--- src/rtl/bp_common_pkg.sv ---
// Shared ME-interface types for the memory-command arbiter.
package bp_common_pkg;

    localparam int unsigned bp_paddr_width_gp = 22;

    typedef enum logic [0:0] {
        e_idle  = 1'b0,
        e_burst = 1'b1
    } bp_me_mem_arb_state_e;

endpackage

--- src/rtl/bsg_fifo_1r1w_small.sv ---
// Small one-read one-write FIFO; full is derived from the registered count,
// so a same-cycle pop never frees a slot for a same-cycle push.
module bsg_fifo_1r1w_small #(
    parameter int unsigned width_p = 1,
    parameter int unsigned els_p   = 4
) (
    input  logic               clk_i,
    input  logic               reset_n_i,
    input  logic               v_i,
    input  logic [width_p-1:0] data_i,
    output logic               ready_o,
    output logic               v_o,
    output logic [width_p-1:0] data_o,
    input  logic               yumi_i
);

    localparam int unsigned ptr_w = (els_p > 1) ? $clog2(els_p) : 1;
    localparam int unsigned cnt_w = $clog2(els_p + 1);

    logic [width_p-1:0] mem_q [els_p];
    logic [ptr_w-1:0]   wptr_q, wptr_d, rptr_q, rptr_d;
    logic [cnt_w-1:0]   cnt_q, cnt_d;
    logic               push, pop;

    assign ready_o = (cnt_q != cnt_w'(els_p));
    assign v_o     = (cnt_q != '0);
    assign data_o  = mem_q[rptr_q];
    assign push    = v_i & ready_o;
    assign pop     = yumi_i & v_o;

    // Pointer wrap and occupancy update
    always_comb begin
        wptr_d = wptr_q;
        rptr_d = rptr_q;
        cnt_d  = cnt_q;
        if (push) wptr_d = (wptr_q == ptr_w'(els_p - 1)) ? '0 : wptr_q + ptr_w'(1);
        if (pop)  rptr_d = (rptr_q == ptr_w'(els_p - 1)) ? '0 : rptr_q + ptr_w'(1);
        if (push && !pop)      cnt_d = cnt_q + cnt_w'(1);
        else if (pop && !push) cnt_d = cnt_q - cnt_w'(1);
    end

    // Control registers
    always_ff @(posedge clk_i or negedge reset_n_i) begin
        if (!reset_n_i) begin
            wptr_q <= '0;
            rptr_q <= '0;
            cnt_q  <= '0;
        end else begin
            wptr_q <= wptr_d;
            rptr_q <= rptr_d;
            cnt_q  <= cnt_d;
        end
    end

    // Storage needs no reset; occupancy alone defines validity
    always_ff @(posedge clk_i) begin
        if (push) mem_q[wptr_q] <= data_i;
    end

endmodule

--- src/rtl/bp_me_mem_cmd_arbiter.sv ---
// Round-robin arbiter sharing one ME command channel among miss requesters;
// grant is held for a whole burst, responses are routed back by issue order.
module bp_me_mem_cmd_arbiter
    import bp_common_pkg::*;
#(
    parameter int unsigned num_req_p         = 2,
    parameter int unsigned paddr_width_p     = bp_paddr_width_gp,
    parameter int unsigned data_width_p      = 64,
    parameter int unsigned max_outstanding_p = 4
) (
    input  logic                              clk_i,
    input  logic                              reset_n_i,
    input  logic [num_req_p-1:0]              req_v_i,
    input  logic [num_req_p-1:0]              req_we_i,
    input  logic [num_req_p*paddr_width_p-1:0] req_addr_i,
    input  logic [num_req_p*data_width_p-1:0] req_data_i,
    input  logic [num_req_p-1:0]              req_last_i,
    output logic [num_req_p-1:0]              req_ready_o,
    output logic                              mem_v_o,
    output logic                              mem_we_o,
    output logic [paddr_width_p-1:0]          mem_addr_o,
    output logic [data_width_p-1:0]           mem_data_o,
    output logic                              mem_last_o,
    input  logic                              mem_ready_i,
    input  logic                              mem_resp_v_i,
    input  logic [data_width_p-1:0]           mem_resp_data_i,
    output logic                              mem_resp_ready_o,
    output logic [num_req_p-1:0]              resp_v_o,
    output logic [data_width_p-1:0]           resp_data_o,
    input  logic [num_req_p-1:0]              resp_ready_i
);

    localparam int unsigned id_w = (num_req_p > 1) ? $clog2(num_req_p) : 1;

    bp_me_mem_arb_state_e state_q, state_d;
    logic [id_w-1:0] rr_ptr_q, rr_ptr_d, owner_q, owner_d;
    logic [id_w-1:0] rr_id, cand, sel_id, fifo_head;
    logic            found, sel_v, accept, push, pop, fifo_ready, fifo_v;

    // First valid requester searching upward from the round-robin pointer
    always_comb begin
        found = 1'b0;
        rr_id = rr_ptr_q;
        cand  = '0;
        for (int unsigned i = 0; i < num_req_p; i++) begin
            cand = id_w'((32'(rr_ptr_q) + i) % num_req_p);
            if (!found && req_v_i[cand]) begin
                found = 1'b1;
                rr_id = cand;
            end
        end
    end

    // Grant selection: burst owner is locked in, idle grants need a free ID slot
    always_comb begin
        sel_id = rr_id;
        sel_v  = 1'b0;
        if (state_q == e_burst) begin
            sel_id = owner_q;
            sel_v  = req_v_i[owner_q];
        end else begin
            sel_v  = found & fifo_ready;
        end
    end

    // Command mux; outputs drop while reset is held so an abandoned burst stops at once
    always_comb begin
        mem_v_o     = reset_n_i & sel_v;
        req_ready_o = '0;
        mem_we_o    = 1'b0;
        mem_addr_o  = '0;
        mem_data_o  = '0;
        mem_last_o  = 1'b0;
        if (mem_v_o) begin
            req_ready_o[sel_id] = mem_ready_i;
            mem_we_o   = req_we_i[sel_id];
            mem_addr_o = req_addr_i[32'(sel_id)*paddr_width_p +: paddr_width_p];
            mem_data_o = req_data_i[32'(sel_id)*data_width_p +: data_width_p];
            mem_last_o = req_last_i[sel_id];
        end
    end

    assign accept = mem_v_o & mem_ready_i;

    // Next-state: last beat returns to idle and advances the pointer past the winner
    always_comb begin
        state_d  = state_q;
        rr_ptr_d = rr_ptr_q;
        owner_d  = owner_q;
        push     = 1'b0;
        if (accept) begin
            push = (state_q == e_idle);
            if (req_last_i[sel_id]) begin
                state_d  = e_idle;
                rr_ptr_d = (sel_id == id_w'(num_req_p - 1)) ? '0 : sel_id + id_w'(1);
            end else begin
                state_d  = e_burst;
                owner_d  = sel_id;
            end
        end
    end

    // State register
    always_ff @(posedge clk_i or negedge reset_n_i) begin
        if (!reset_n_i) begin
            state_q  <= e_idle;
            rr_ptr_q <= '0;
            owner_q  <= '0;
        end else begin
            state_q  <= state_d;
            rr_ptr_q <= rr_ptr_d;
            owner_q  <= owner_d;
        end
    end

    // Response routing to the requester at the head of the issue-order FIFO
    always_comb begin
        resp_v_o = '0;
        if (fifo_v && mem_resp_v_i) resp_v_o[fifo_head] = 1'b1;
        mem_resp_ready_o = fifo_v & resp_ready_i[fifo_head];
    end

    assign pop         = mem_resp_v_i & mem_resp_ready_o;
    assign resp_data_o = mem_resp_data_i;

    bsg_fifo_1r1w_small #(
        .width_p (id_w),
        .els_p   (max_outstanding_p)
    ) id_fifo (
        .clk_i     (clk_i),
        .reset_n_i (reset_n_i),
        .v_i       (push),
        .data_i    (sel_id),
        .ready_o   (fifo_ready),
        .v_o       (fifo_v),
        .data_o    (fifo_head),
        .yumi_i    (pop)
    );

`ifndef SYNTHESIS
    // A response with nothing outstanding is a protocol violation
    always_ff @(posedge clk_i) begin
        if (reset_n_i) begin
            assert (!(mem_resp_v_i && !fifo_v))
                else $error("memory response arrived with no outstanding transaction");
        end
    end
`endif

endmodule
--- config.mk ---
export PLATFORM = sky130hd
export DESIGN_NAME = bp_me_mem_cmd_arbiter
export DESIGN_NICKNAME = d
export VERILOG_FILES = /design/src/rtl/bp_common_pkg.sv /design/src/rtl/bsg_fifo_1r1w_small.sv /design/src/rtl/bp_me_mem_cmd_arbiter.sv
export SDC_FILE = /design/constraint.sdc
export NUM_CORES = 1
export LEC_CHECK = 0
export ABC_AREA = 1
export CORE_AREA = 4 4 156 158
export CTS_CLUSTER_DIAMETER = 120
export DETAILED_ROUTE_END_ITERATION = 16
export DIE_AREA = 0 0 160 162
export GPL_ROUTABILITY_DRIVEN = 0
export SKIP_CTS_REPAIR_TIMING = 1
export SYNTH_ARGS = -nofsm -noshare
export SYNTH_HDL_FRONTEND = slang
export SYNTH_SLANG_ARGS = --single-unit
--- constraint.sdc ---
create_clock -name clk_i -period 3.13 [get_ports clk_i]
set_clock_uncertainty 0.15 [all_clocks]
set_input_delay 0.4695 -clock clk_i [delete_from_list [all_inputs] [get_ports clk_i]]
set_output_delay 0.4695 -clock clk_i [all_outputs]
set_load 0.02 [all_outputs]
==> out/results.ini, run 1 <==
[outcome]
status = finished, final reports clean

[worst_setup_path]
crit_type = input port to output pin
worstPathMaxFanout = 42
crit_path_end_kind = output pin
worst_setup_path_start_kind = input port
critical_path_required_ns = 2.51
arrival_ns = 2.22

[finish]
layout.nets = 929
areaGrowthSynthToFinish_pct = 109
layout-drive-gt1-share = 0.0639
antennaDiodeCount = 0
finalNonFillerCells = 963

[detailed_routing]
drc = 0
drt-initial-drc-count = 169
vias = 3547
dr.pass1.iters = 4
wl_per_cell_um = 13.1
totalWireLength_mm = 12.6
antenna_left = 0
vias_per_cell = 3.68

[timing]
min_period_ns = 2.84
fmax_mhz = 352
worst_pin_slew_ns = 0.275
relSlewSlack = 0.816
fin_crit_sh = 0.908
drv_slew = 0
finalSetupViolCount = 0
rsz0062_at_grt = no
fin_hold_ws_ns = 0.332
fin_ws_ns = 0.290
hold_violations = 0
setup_tns_ns = 0

[clocking]
root_buffer = clkbuf_16
cts.sinks = 14
clkTransAtPathRegs_ns = 0.04
tritoncts = yes
clock_path_buffers = 2
htree_levels = 1
cts-buffers-inserted = 3
clk_latency_ns = 0.24

[die]
start_util = 0.118
die-area_sq_um = 25900
die_height_um = 162
chipWidth_um = 160
core_sq_um = 23100
rows = 56
ios = 406

[global_route]
antenna_found_initial = 0
grt_max_degree = 49
grtUsageTotal = 0.0871
grt_first_pass_wirelength_mm = 18.7
grt_pass1_vias = 3653
globalRouteOverflowTotal = 0

[pwr]
p_leak_nw = 3.67
total_power_mw = 3.54
vdd_ir_drop_max_v = 0.000366
cellPowerDensity_nw_per_um2 = 623

[logic_synthesis]
yosys.area.top_type_share = 0.275
ys_warn_count = 0
synth_area_leaders = nand2_1 27%, buf_4 18%, a21oi_1 15%
synth_area_sq_um = 2720
synth.distinct_cells = 27
avgSynthCellArea_sq_um = 5.80
syn-num-nets = 724
synth_seq_cells = 14
netlist_instances = 469
seq_area_frac_synth = 0.136
synth_top_area_cell = nand2_1

[placement]
dp_hpwl_mm = 10.3
dp_slack_ns = -0.0794
post-place-cells = 959
io_buffers = 277

[worst_hold_path]
hold_class = flop to flop

[flow_run]
maxCapViolations = 0

-- synthesized netlist by cell type, drive strengths merged --
master / n
xnor2: 1
nand4: 2
xor2: 1
nand3: 8
inv: 21
o21ai: 4
edfxtp: 4
fa: 1
nor2: 14
mux2: 1
buf: 91
dfrtp: 10
nand3b: 2
clkbuf: 1
ha: 6
nand2: 211
a21oi: 89
and2: 1
o21bai: 1
-- cell families (layout without fill, tap and decap cells) --
group | Yosys count | in the layout | synth area share
xor gates and xnor gates | 2 | 2 | 0.00644
adders and majority gates | 7 | 7 | 0.0350
AOI/OAI and AO/OA | 94 | 94 | 0.188
buffers and inverters | 113 | 317 | 0.281
DFF | 14 | 14 | 0.136
muxes | 1 | 1 | 0.00414
and+or+nand+nor | 238 | 238 | 0.350
-- placed cells by master, fill, tap and decap left out, types with 2 or more instances in the layout --
| cell type | instances |
|---|---|
| nand2_1 | 199 |
| clkdlybuf4s50_1 | 187 |
| dlymetal6s2s_1 | 90 |
| a21oi_1 | 79 |
| inv_1 | 20 |
| nor2_1 | 13 |
| nand2_2 | 10 |
| a21oi_2 | 10 |
| dfrtp_1 | 10 |
| buf_4 | 9 |
| nand3_1 | 8 |
| ha_1 | 6 |
| buf_12 | 6 |
| edfxtp_1 | 4 |
| o21ai_0 | 3 |
| clkbuf_16 | 3 |
| nand2_4 | 2 |
| nand4_1 | 2 |
| nand3b_1 | 2 |
-- per-stage QoR --
| stage | utilization | cell area [sq um] |
|---|---|---|
| after floorplan | - | 2720 |
| after global placement | 0.232 | 5370 |
| after detailed placement | 0.232 | 5370 |
| after CTS | 0.236 | 5450 |
| after global routing | 0.245 | 5670 |
| final | 0.245 | 5670 |
-- report_power, final --
group	switching [mW]	total, mW	leakage [nW]	internal [mW]
Sequential	0.0651	0.333	0.158	0.268
Clock	0.0722	0.241	0.0385	0.169
Combinational	1.69	2.96	3.48	1.28
-- worst paths after layout --
check                                  startpoint           endpoint  slack, ns  cells after the start
worst max-delay path                   req_v_i[0]            mem_v_o       0.29                      9
worst min-delay path                     rr_ptr_q           rr_ptr_q       0.33                      2
worst max register to register  id_fifo.rptr_q[0]   id_fifo.cnt_q[1]       0.83                     10
worst min register to register           rr_ptr_q           rr_ptr_q       0.33                      2
max in group asynchronous               reset_n_i  id_fifo.wptr_q[0]       2.18                      2
min in group asynchronous               reset_n_i   id_fifo.cnt_q[2]       0.50                      2
-- area by class of cell --
cell class,count,area [sq um]
repair buffers,292,3190
well taps,290,363
clock buffers,3,75.1
inverters,21,78.8
multi-input cells,342,1600
clock inverters,1,3.75
flip-flops and latches,14,370
fillers,2575,17500
-- layer usage --
layer	part of all wire	track usage	vias up
met2	0.49	0.152	165
li1	-	-	1823
met4	0.025	0.0266	0
met1	0.37	0.0961	1521
met5	0	0	-
met3	0.11	0.0381	38
-- sequential cells by signal, indices dropped and copies added, names as in the netlist --
register and cells:
owner_q 1, id_fifo.rptr_q 2, id_fifo.cnt_q 3, id_fifo.wptr_q 2, id_fifo.mem_q 4, state_q 1, rr_ptr_q 1
-- critical path, cell delays in order --
cell	delay [ns]
clkdlybuf4s50_1	0.50
inv_1	0.06
o21ai_1	0.11
nand2_1	0.06
nand2_1	0.10
nand2_4	0.08
buf_12	0.17
inv_1	0.07
clkdlybuf4s50_1	0.59
Note: power is estimated with default switching activity, not from simulation.
==> run 2, diff against run 1 <==
ABC_AREA = 0   (was 1)
CAP_MARGIN = 10   (was not set)
CORE_AREA = 4 4 157 159   (was 4 4 156 158)
DIE_AREA = 0 0 161 163   (was 0 0 160 162)
GPL_TIMING_DRIVEN = 0   (was not set)
==> out/results.ini, run 2 <==
[outcome]
status = finished, final reports clean

[timing]
fin_hold_ws_ns = 0.387  ; +0.0548 ns
min_period_ns = 3.01  ; +0.169 ns
worst_pin_slew_ns = 0.515  ; +0.239 ns
hold_violations = 0  ; unchanged
fmax_mhz = 332  ; -5.6%
drv_slew = 0  ; unchanged
setup_tns_ns = 0  ; unchanged
fin_crit_sh = 0.962  ; +0.0541
finalSetupViolCount = 0  ; unchanged
relSlewSlack = 0.656  ; -0.160
rsz0062_at_grt = no

[worst_setup_path]
arrival_ns = 2.39  ; +0.17 ns
worstPathMaxFanout = 10  ; -76%
critical_path_required_ns = 2.51  ; about the same
crit_type = flop to output pin
crit_path_end_kind = output pin
worst_setup_path_start_kind = flop

[die]
rows = 56  ; unchanged
die_height_um = 163  ; +0.62%
chipWidth_um = 161  ; +0.63%
die-area_sq_um = 26200  ; +1.2%
core_sq_um = 23300  ; +0.61%
ios = 406  ; unchanged
start_util = 0.124  ; +0.00644

[placement]
dp_hpwl_mm = 16.0  ; +56%
io_buffers = 341  ; +23%
post-place-cells = 1116  ; +16%

[worst_hold_path]
hold_class = flop to flop

[finish]
utilization = 0.304  ; +0.0591
register_area_sq_um = 370  ; unchanged
multi_input_area_sq_um = 1830  ; +14%
final_common_cell = clkdlybuf4s50_1
layout-drive-gt1-share = 0.171  ; +0.107
reg_top3 = id_fifo.mem_q (4), id_fifo.cnt_q (3)
layout.nets = 1064  ; +15%
regMostFlops = id_fifo.mem_q
layout_common_cells = 259 x clkdlybuf4s50_1, 90 x o21ai_0, 88 x nand3_1, 88 x a21oi_1, 79 x buf_4
areaGrowthSynthToFinish_pct = 145
antennaDiodeCount = 0  ; unchanged
fillers = 2524  ; -2.0%
finalNonFillerCells = 1127  ; +17%
largest_register_ffs = 4  ; unchanged

[clocking]
clk_latency_ns = 0.25  ; about the same
clkTransAtPathRegs_ns = 0.04  ; about the same
htree_levels = 1  ; unchanged
root_buffer = clkbuf_16
tritoncts = yes
cts.sinks = 14  ; unchanged
clock_path_buffers = 2  ; unchanged
cts-buffers-inserted = 3  ; unchanged

[detailed_routing]
vias_per_cell = 4.20  ; +14%
wl_per_cell_um = 17.4  ; +33%
dr.pass1.iters = 4  ; unchanged
drt-initial-drc-count = 296  ; +75%
vias = 4728  ; +33%
drc = 0  ; unchanged
totalWireLength_mm = 19.6  ; +56%
antenna_left = 0  ; unchanged

[logic_synthesis]
synthFlopType = dfrtp_1
async_flop_share = 0.714  ; unchanged
ys_warn_count = 0  ; unchanged
yosys.area.top_type_share = 0.179  ; -0.0952
synth_area_leaders = buf_4 18%, a21oi_1 16%, o21ai_0 16%
avgSynthCellArea_sq_um = 6.33  ; +9.1%
synth_common_cells = 90 x a21oi_1, 90 x o21ai_0, 88 x nand3_1, 69 x buf_4, 32 x clkbuf_1
synth_top_area_cell = buf_4
netlist_instances = 456  ; -2.8%
seq_area_frac_synth = 0.128  ; -0.00785
synth_edf_count = 4  ; unchanged
synth_seq_cells = 14  ; unchanged
synth_area_sq_um = 2890  ; +6.1%
syn-num-nets = 711  ; -1.8%
synth.distinct_cells = 35  ; +30%

[global_route]
antenna_found_initial = 0  ; unchanged
grt_max_degree = 13  ; -73%
grt_first_pass_wirelength_mm = 27.2  ; +46%
grt_pass1_vias = 4712  ; +29%
grtUsageTotal = 0.133  ; +0.0456
globalRouteOverflowTotal = 0  ; unchanged

[pwr]
vdd_ir_drop_max_v = 0.000188  ; -49%
cellPowerDensity_nw_per_um2 = 430  ; -31%
total_power_mw = 3.04  ; -14%
p_leak_nw = 3.88  ; +5.6%

[flow_run]
maxCapViolations = 0  ; unchanged

-- run 2: cell count changes in the layout (fill, tap and decap cells not counted), moves of 17 or more --
cell,previous run,this run
o21ai_0,3,90
clkbuf_2,0,23
nand3_1,8,88
dlymetal6s2s_1,90,73
buf_4,9,79
clkdlybuf4s50_1,187,259
nand2_1,199,3
-- run 2: path summary, 6_finish.rpt --
check,cells past startpoint,slack (ns),start,to
worst min-delay path,1,0.39,id_fifo.cnt_q[2],id_fifo.cnt_q[2]
worst max-delay path,6,0.12,state_q,mem_data_o[54]
max in group asynchronous,2,1.81,reset_n_i,id_fifo.cnt_q[1]
worst min register to register,1,0.39,id_fifo.cnt_q[2],id_fifo.cnt_q[2]
worst max register to register,8,0.53,id_fifo.rptr_q[0],id_fifo.cnt_q[1]
min in group asynchronous,2,0.67,reset_n_i,id_fifo.wptr_q[1]
-- run 2: through the flow --
stage,worst slack [ns],cell area (sq um)
2_1_floorplan,0.658,2890
3_3_place_gp,-1.54,6700
3_5_place_dp,-1.60,6700
4_1_cts,-1.62,6780
5_1_grt,0.0154,7080
6_report,0.120,7080
-- run 2: cell families (layout without fill, tap and decap cells) --
kind of cell | count (synthesis) | count (layout) | share of synthesized area
mux | 5 | 5 | 0.0230
simple gates | 114 | 114 | 0.200
flops | 14 | 14 | 0.128
fa+ha+maj | 7 | 7 | 0.0329
buf+inv | 121 | 473 | 0.255
xor+xnor | 3 | 3 | 0.00910
compound gates | 192 | 192 | 0.352
-- run 2: layer usage --
metal / vias to the layer above / part of all wire / track usage
met3: 23 / 0.092 / 0.0319
met2: 285 / 0.51 / 0.248
met5: - / 0 / 0
li1: 2273 / - / -
met4: 0 / 0.023 / 0.0341
met1: 2147 / 0.38 / 0.151
-- run 2: critical path: stages (launching register included) --
cell and delay [ns]:
dfrtp_1 0.35, buf_4 0.17, or4b_4 0.56, o2111ai_4 0.19, buf_4 0.25, a21oi_1 0.07, clkdlybuf4s50_1 0.55
-- run 2: where the power goes --
group | internal, mW | total (mW) | switching, mW
sequential | 0.258 | 0.333 | 0.0746
combinational | 1.15 | 2.47 | 1.32
clock | 0.169 | 0.245 | 0.0763
total | 1.58 | 3.04 | 1.47
-- run 2: final cells by class --
type | instances | share of cell area
repair buffers | 349 | 0.512
multi-input cells | 321 | 0.258
plain buffers | 111 | 0.105
well taps | 319 | 0.0564
flip-flops and latches | 14 | 0.0523
clock buffers | 3 | 0.0106
inverters | 9 | 0.00512
clock inverters | 1 | 0.000530
